**src/rtl/cpu_pkg.sv**
```systemverilog
// Shared definitions for the serial execution controller.
//   state_t        : 3-bit FSM state encoding
//   OPC_NOP        : opcode that skips the bit-serial execution phase
//   DEFAULT_DATA_W : default bit-serial operand width (EXEC cycles)
package cpu_pkg;

    typedef enum logic [2:0] {
        ST_IDLE    = 3'd0,
        ST_WAIT_HI = 3'd1,
        ST_LOAD    = 3'd2,
        ST_EXEC    = 3'd3,
        ST_DONE    = 3'd4
    } state_t;

    localparam logic [3:0] OPC_NOP        = 4'h0;
    localparam int         DEFAULT_DATA_W = 8;

endpackage

```
**src/rtl/btn_sync_edge.sv**
```systemverilog
// Push-button synchroniser and rising-edge detector.
//   clk      : system clock
//   rst_n    : asynchronous active-low reset
//   btn      : raw button, asynchronous to clk, active-high
//   btn_edge : one-cycle pulse per press, however long the button is held
module btn_sync_edge (
    input  logic clk,
    input  logic rst_n,
    input  logic btn,
    output logic btn_edge
);

    logic sync0;
    logic sync1;
    logic prev;
    logic started;
    logic armed;

    always_ff @(posedge clk or negedge rst_n) begin
        if (!rst_n) begin
            sync0   <= 1'b0;
            sync1   <= 1'b0;
            prev    <= 1'b0;
            started <= 1'b0;
            armed   <= 1'b0;
        end else begin
            sync0   <= btn;
            sync1   <= sync0;
            prev    <= sync1;
            started <= 1'b1;
            // The sync chain leaves reset at 0, so a button already held
            // would look like a fresh rise. Only arm once the button has
            // really been seen released after reset.
            if (started && !sync0)
                armed <= 1'b1;
        end
    end

    assign btn_edge = armed & sync1 & ~prev;

endmodule

```
**src/rtl/serial_exec_ctrl.sv**
```systemverilog
// Two-press instruction loader and bit-serial execution sequencer.
//   clk, rst_n : clock, asynchronous active-low reset
//   btn        : raw load button
//   dip        : instruction byte from DIP switches
//   opcode     : latched opcode (first press, dip[3:0])
//   operand    : latched 12-bit field (first press dip[7:4], second press dip)
//   le         : one-cycle parallel-load enable
//   ae         : accumulate enable, high for DATA_W cycles
//   bit_idx    : serial bit position during EXEC, LSB first
//   busy       : high in LOAD, EXEC and DONE
//   done       : one-cycle completion pulse
//
// state   | meaning
// --------+---------------------------------------------------------
// IDLE    | wait for first press, latch opcode and operand[3:0]
// WAIT_HI | wait for second press, latch operand[11:4]
// LOAD    | le pulse; NOP skips straight to DONE
// EXEC    | ae high, bit_idx steps 0..DATA_W-1
// DONE    | done pulse, return to IDLE
module serial_exec_ctrl
    import cpu_pkg::*;
#(
    parameter int DATA_W = DEFAULT_DATA_W,
    parameter int CNT_W  = 4
) (
    input  logic             clk,
    input  logic             rst_n,
    input  logic             btn,
    input  logic [7:0]       dip,
    output logic [3:0]       opcode,
    output logic [11:0]      operand,
    output logic             le,
    output logic             ae,
    output logic [CNT_W-1:0] bit_idx,
    output logic             busy,
    output logic             done
);

    localparam logic [CNT_W-1:0] LAST_IDX = CNT_W'(DATA_W - 1);
    localparam logic [CNT_W-1:0] IDX_ONE  = CNT_W'(1);

    logic   btn_edge;
    state_t state;

    btn_sync_edge u_btn_sync_edge (
        .clk      (clk),
        .rst_n    (rst_n),
        .btn      (btn),
        .btn_edge (btn_edge)
    );

    // Outputs are set on entry to the state that owns them so that le, ae
    // and done come straight from flops and never overlap.
    always_ff @(posedge clk or negedge rst_n) begin
        if (!rst_n) begin
            state   <= ST_IDLE;
            opcode  <= '0;
            operand <= '0;
            le      <= 1'b0;
            ae      <= 1'b0;
            done    <= 1'b0;
            busy    <= 1'b0;
            bit_idx <= '0;
        end else begin
            case (state)
                ST_IDLE: begin
                    if (btn_edge) begin
                        opcode       <= dip[3:0];
                        operand[3:0] <= dip[7:4];
                        state        <= ST_WAIT_HI;
                    end
                end
                ST_WAIT_HI: begin
                    if (btn_edge) begin
                        operand[11:4] <= dip;
                        le            <= 1'b1;
                        busy          <= 1'b1;
                        state         <= ST_LOAD;
                    end
                end
                ST_LOAD: begin
                    le      <= 1'b0;
                    bit_idx <= '0;
                    if (opcode == OPC_NOP) begin
                        done  <= 1'b1;
                        state <= ST_DONE;
                    end else begin
                        ae    <= 1'b1;
                        state <= ST_EXEC;
                    end
                end
                ST_EXEC: begin
                    if (bit_idx == LAST_IDX) begin
                        ae      <= 1'b0;
                        done    <= 1'b1;
                        bit_idx <= '0;
                        state   <= ST_DONE;
                    end else begin
                        bit_idx <= bit_idx + IDX_ONE;
                    end
                end
                ST_DONE: begin
                    done  <= 1'b0;
                    busy  <= 1'b0;
                    state <= ST_IDLE;
                end
                default: begin
                    le      <= 1'b0;
                    ae      <= 1'b0;
                    done    <= 1'b0;
                    busy    <= 1'b0;
                    bit_idx <= '0;
                    state   <= ST_IDLE;
                end
            endcase
        end
    end

endmodule

```
**config.mk**
```make
export PLATFORM = sky130hd
export DESIGN_NAME = serial_exec_ctrl
export DESIGN_NICKNAME = d
export VERILOG_FILES = /design/src/rtl/cpu_pkg.sv /design/src/rtl/btn_sync_edge.sv /design/src/rtl/serial_exec_ctrl.sv
export SDC_FILE = /design/constraint.sdc
export NUM_CORES = 1
export LEC_CHECK = 0
export ABC_AREA = 1
export CAP_MARGIN = 0
export CELL_PAD_IN_SITES_DETAIL_PLACEMENT = 0
export CELL_PAD_IN_SITES_GLOBAL_PLACEMENT = 1
export CORE_ASPECT_RATIO = 1.25
export CORE_MARGIN = 4
export CORE_UTILIZATION = 33
export DETAILED_ROUTE_END_ITERATION = 16
export PLACE_DENSITY = 0.77
export SYNTH_ARGS = -nofsm -noshare
export SYNTH_HDL_FRONTEND = slang
export SYNTH_SLANG_ARGS = --single-unit
```
**constraint.sdc**
```tcl
create_clock -name clk -period 1.2 [get_ports clk]
set_input_delay 0.24 -clock clk [delete_from_list [all_inputs] [get_ports clk]]
set_output_delay 0.24 -clock clk [all_outputs]
set_load 0.01 [all_outputs]
```
==> impl_metrics.tcl, run 1 <==
set metrics [dict create \
    status "completed" \
    pin_count 35 \
    hold_class "in2async" \
    path_cells "dlygate4sd2_1" \
    cp_num_buf_inv 1 \
    path_class "reg2out" \
    netlist_area_um2 1403 \
    dp_hpwl_um 2098 \
    insertion_delay_ps 270 \
    fp.coreArea_um2 4099 \
    vias 1076 \
    maxCapViolations 0 \
    ys_warn_count 0 \
    grt_pass1_vias 1166 \
    period_minus_slack_ps 1183 \
    rows 26 \
    cpPeakStageDelay_ps 380 \
    cts_tree "done" \
    worstPathArrival_ps 940 \
    cp_slowest_cell "dfrtp_1" \
    syn_area_per_cell_um2 9.808 \
    rsz0062_at_grt "yes" \
    cts_num_sinks 32 \
    path_max_fanout 2 \
    worstSetupStartpointType "register" \
    grtUsageTotal 0.1189 \
    overflow 0 \
    port_buffers 34 \
    post-place-ws_ps 18.71 \
    crit_family "flip-flops" \
    firstDrtPassIters 4 \
    cp_data_required_time_ps 960 \
    clock.fmax_mhz 845.1 \
    worstSetupEndpointType "output pin" \
    fp.dieW_um 66.31 \
    dieHeight_um 80.89 \
    route.detailed.drc 0 \
    fin_ws_ps 16.75 \
    ys_seq_area_frac 0.5709 \
    min_period_over_period 0.9860 \
    initial_core_util 0.3422 \
    drt_wl_total_um 2892 \
    antenna_cells 0 \
    path_clk_slew_ps 60 \
    syn_to_final_growth_pct 42.55 \
    setup_viol 0 \
    grt_first_pass_wirelength_um 4843 \
    antenna_found_initial 0 \
    wire_per_inst_um 11.71 \
    cts-hold-fix-buffers 0 \
    drive_above_1_share 0.3089 \
    fin_nets 203 \
    hold_viol 0 \
    die_area_um2 5364 \
    netlist_instances 143 \
    leakage_nw 0.9896 \
    numCtsBuffers 5 \
    ctsLongestPathBuffers 2 \
    grt_max_degree 33 \
    holdWs_ps 330.8 \
    maxSlewViolCount 0 \
    ys_ff_latch 32 \
    peakVddDrop_mv 1.150 \
    cts-root-buf "clkbuf_8" \
    fin_worst_skew_ps 4.442 \
    gp_congestion 0.7970 \
    powerDensity_nw_per_um2 2456 \
    mappedNetlistNets 155 \
    drt-initial-drc-count 28 \
    final_antenna_net_count 0 \
    viasPerCell 4.356 \
    synthDistinctLibCells 22 \
    htreeDepth 2 \
]
==> layer usage <==
layer	global-route usage	wire, µm
met4	0.04878	49
met1	0.1292	1214
met3	0.04703	192
met5	0	0
met2	0.2046	1436
==> metrics by stage <==
stage / power [W] / instance area, µm² / instances / utilization / TNS, ps
floorplan: 0.003103 / 1408 / 143 / - / 0
global placement: 0.004173 / 1866 / 237 / 0.4551 / 0
detailed placement: 0.004240 / 1866 / 237 / 0.4551 / 0
CTS: 0.004808 / 1933 / 245 / 0.4716 / 0
global route: 0.005322 / 1999 / 247 / 0.4878 / -524.4
finish: 0.004911 / 1999 / 247 / 0.4878 / 0
==> registers in the layout, summed over array words and instances (netlist names) <==
name,count
u_btn_sync_edge.sync0,1
u_btn_sync_edge.prev,1
busy,1
le,1
operand,12
bit_idx,4
u_btn_sync_edge.armed,1
opcode,4
done,1
state,3
u_btn_sync_edge.started,1
u_btn_sync_edge.sync1,1
ae,1
==> placed cells by master (no fill, tap or decap), types with 2 or more instances in the layout <==
master	netlist	final
a21oi_1	2	2
buf_12	0	2
buf_4	0	7
clkbuf_2	0	3
clkbuf_8	0	5
clkdlybuf4s15_1	0	19
clkdlybuf4s50_1	0	10
dfrtp_1	32	29
dfrtp_2	0	3
dlygate4sd2_1	0	2
inv_1	16	16
inv_2	3	3
nand2_1	40	30
nand2_2	1	11
nand2_4	2	2
nand3_1	5	4
nand3_2	2	2
nand3b_1	2	2
nand4_1	3	3
nor2_1	8	7
nor2_4	3	3
o21ai_1	3	3
o21ai_2	13	13
==> cells by family (layout without fill, tap and decap cells) <==
logic type      count (synthesis)  count (layout)  synth area share
compound gates                 21              21            0.1151
other cells                     1               1          0.002674
simple gates                   66              66            0.2293
fa+ha+maj                       1               1          0.008919
buf+inv                        21              69           0.06690
flops                          32              32            0.5709
xor+xnor                        1               1          0.006246
==> timing repair <==
item,in CTS,in global routing
pin swaps,0,0
resized for setup,34,32
setup endpoints to repair,24,38
setup buffers,1,2
==> worst paths after layout <==
| kind | startpoint | end | slack [ps] | depth (start not counted) |
|---|---|---|---|---|
| max | operand[1] | operand[1] | 20 | 1 |
| min | rst_n | u_btn_sync_edge.armed | 330 | 2 |
| max reg2reg | u_btn_sync_edge.prev | opcode[3] | 60 | 6 |
| min reg2reg | u_btn_sync_edge.sync0 | u_btn_sync_edge.sync1 | 380 | 0 |
| max in group asynchronous | rst_n | state[1] | 680 | 2 |
| min in group clk | u_btn_sync_edge.sync0 | u_btn_sync_edge.sync1 | 380 | 0 |
==> area by class of cell <==
| class | count | area [µm²] |
|---|---|---|
| clock buffer | 6 | 72.57 |
| timing repair buffer | 43 | 415.4 |
| multi-input combinational | 90 | 560.5 |
| clock inverter | 1 | 5.005 |
| inverter | 19 | 71.32 |
| sequential | 32 | 804.5 |
| fill | 403 | 2100 |
| tap | 56 | 70.07 |
==> synth_stat cells, drive strengths merged <==
cell type  count  area (µm²)
nand3b         2       15.01
nor2          11       63.81
a22o           1       10.01
ha             1       12.51
nand3          7       45.04
nand4          3       18.77
inv           19       71.32
buf            2       22.52
conb           1       3.750
o21bai         1       7.510
nand2         43       178.9
a21oi          2       10.01
o21ai         17       133.9
xor2           1       8.760
dfrtp         32       800.8
==> where the power goes <==
| part | internal [W] | total (W) | leakage, nW | switching, W |
|---|---|---|---|---|
| Combinational | 0.00110 | 0.00230 | 0.562 | 0.00120 |
| Clock | 0.000393 | 0.000746 | 0.0410 | 0.000353 |
| Sequential | 0.00153 | 0.00187 | 0.387 | 0.000341 |
| Total | 0.00302 | 0.00491 | 0.990 | 0.00190 |
No activity file was read; power rests on OpenSTA's default activity.
==> run 2: changes to the inputs <==
SLEW_MARGIN = 40   (was default)
==> results of run 2 <==
The final DEF is identical to that of run 1; final timing and power are the same.
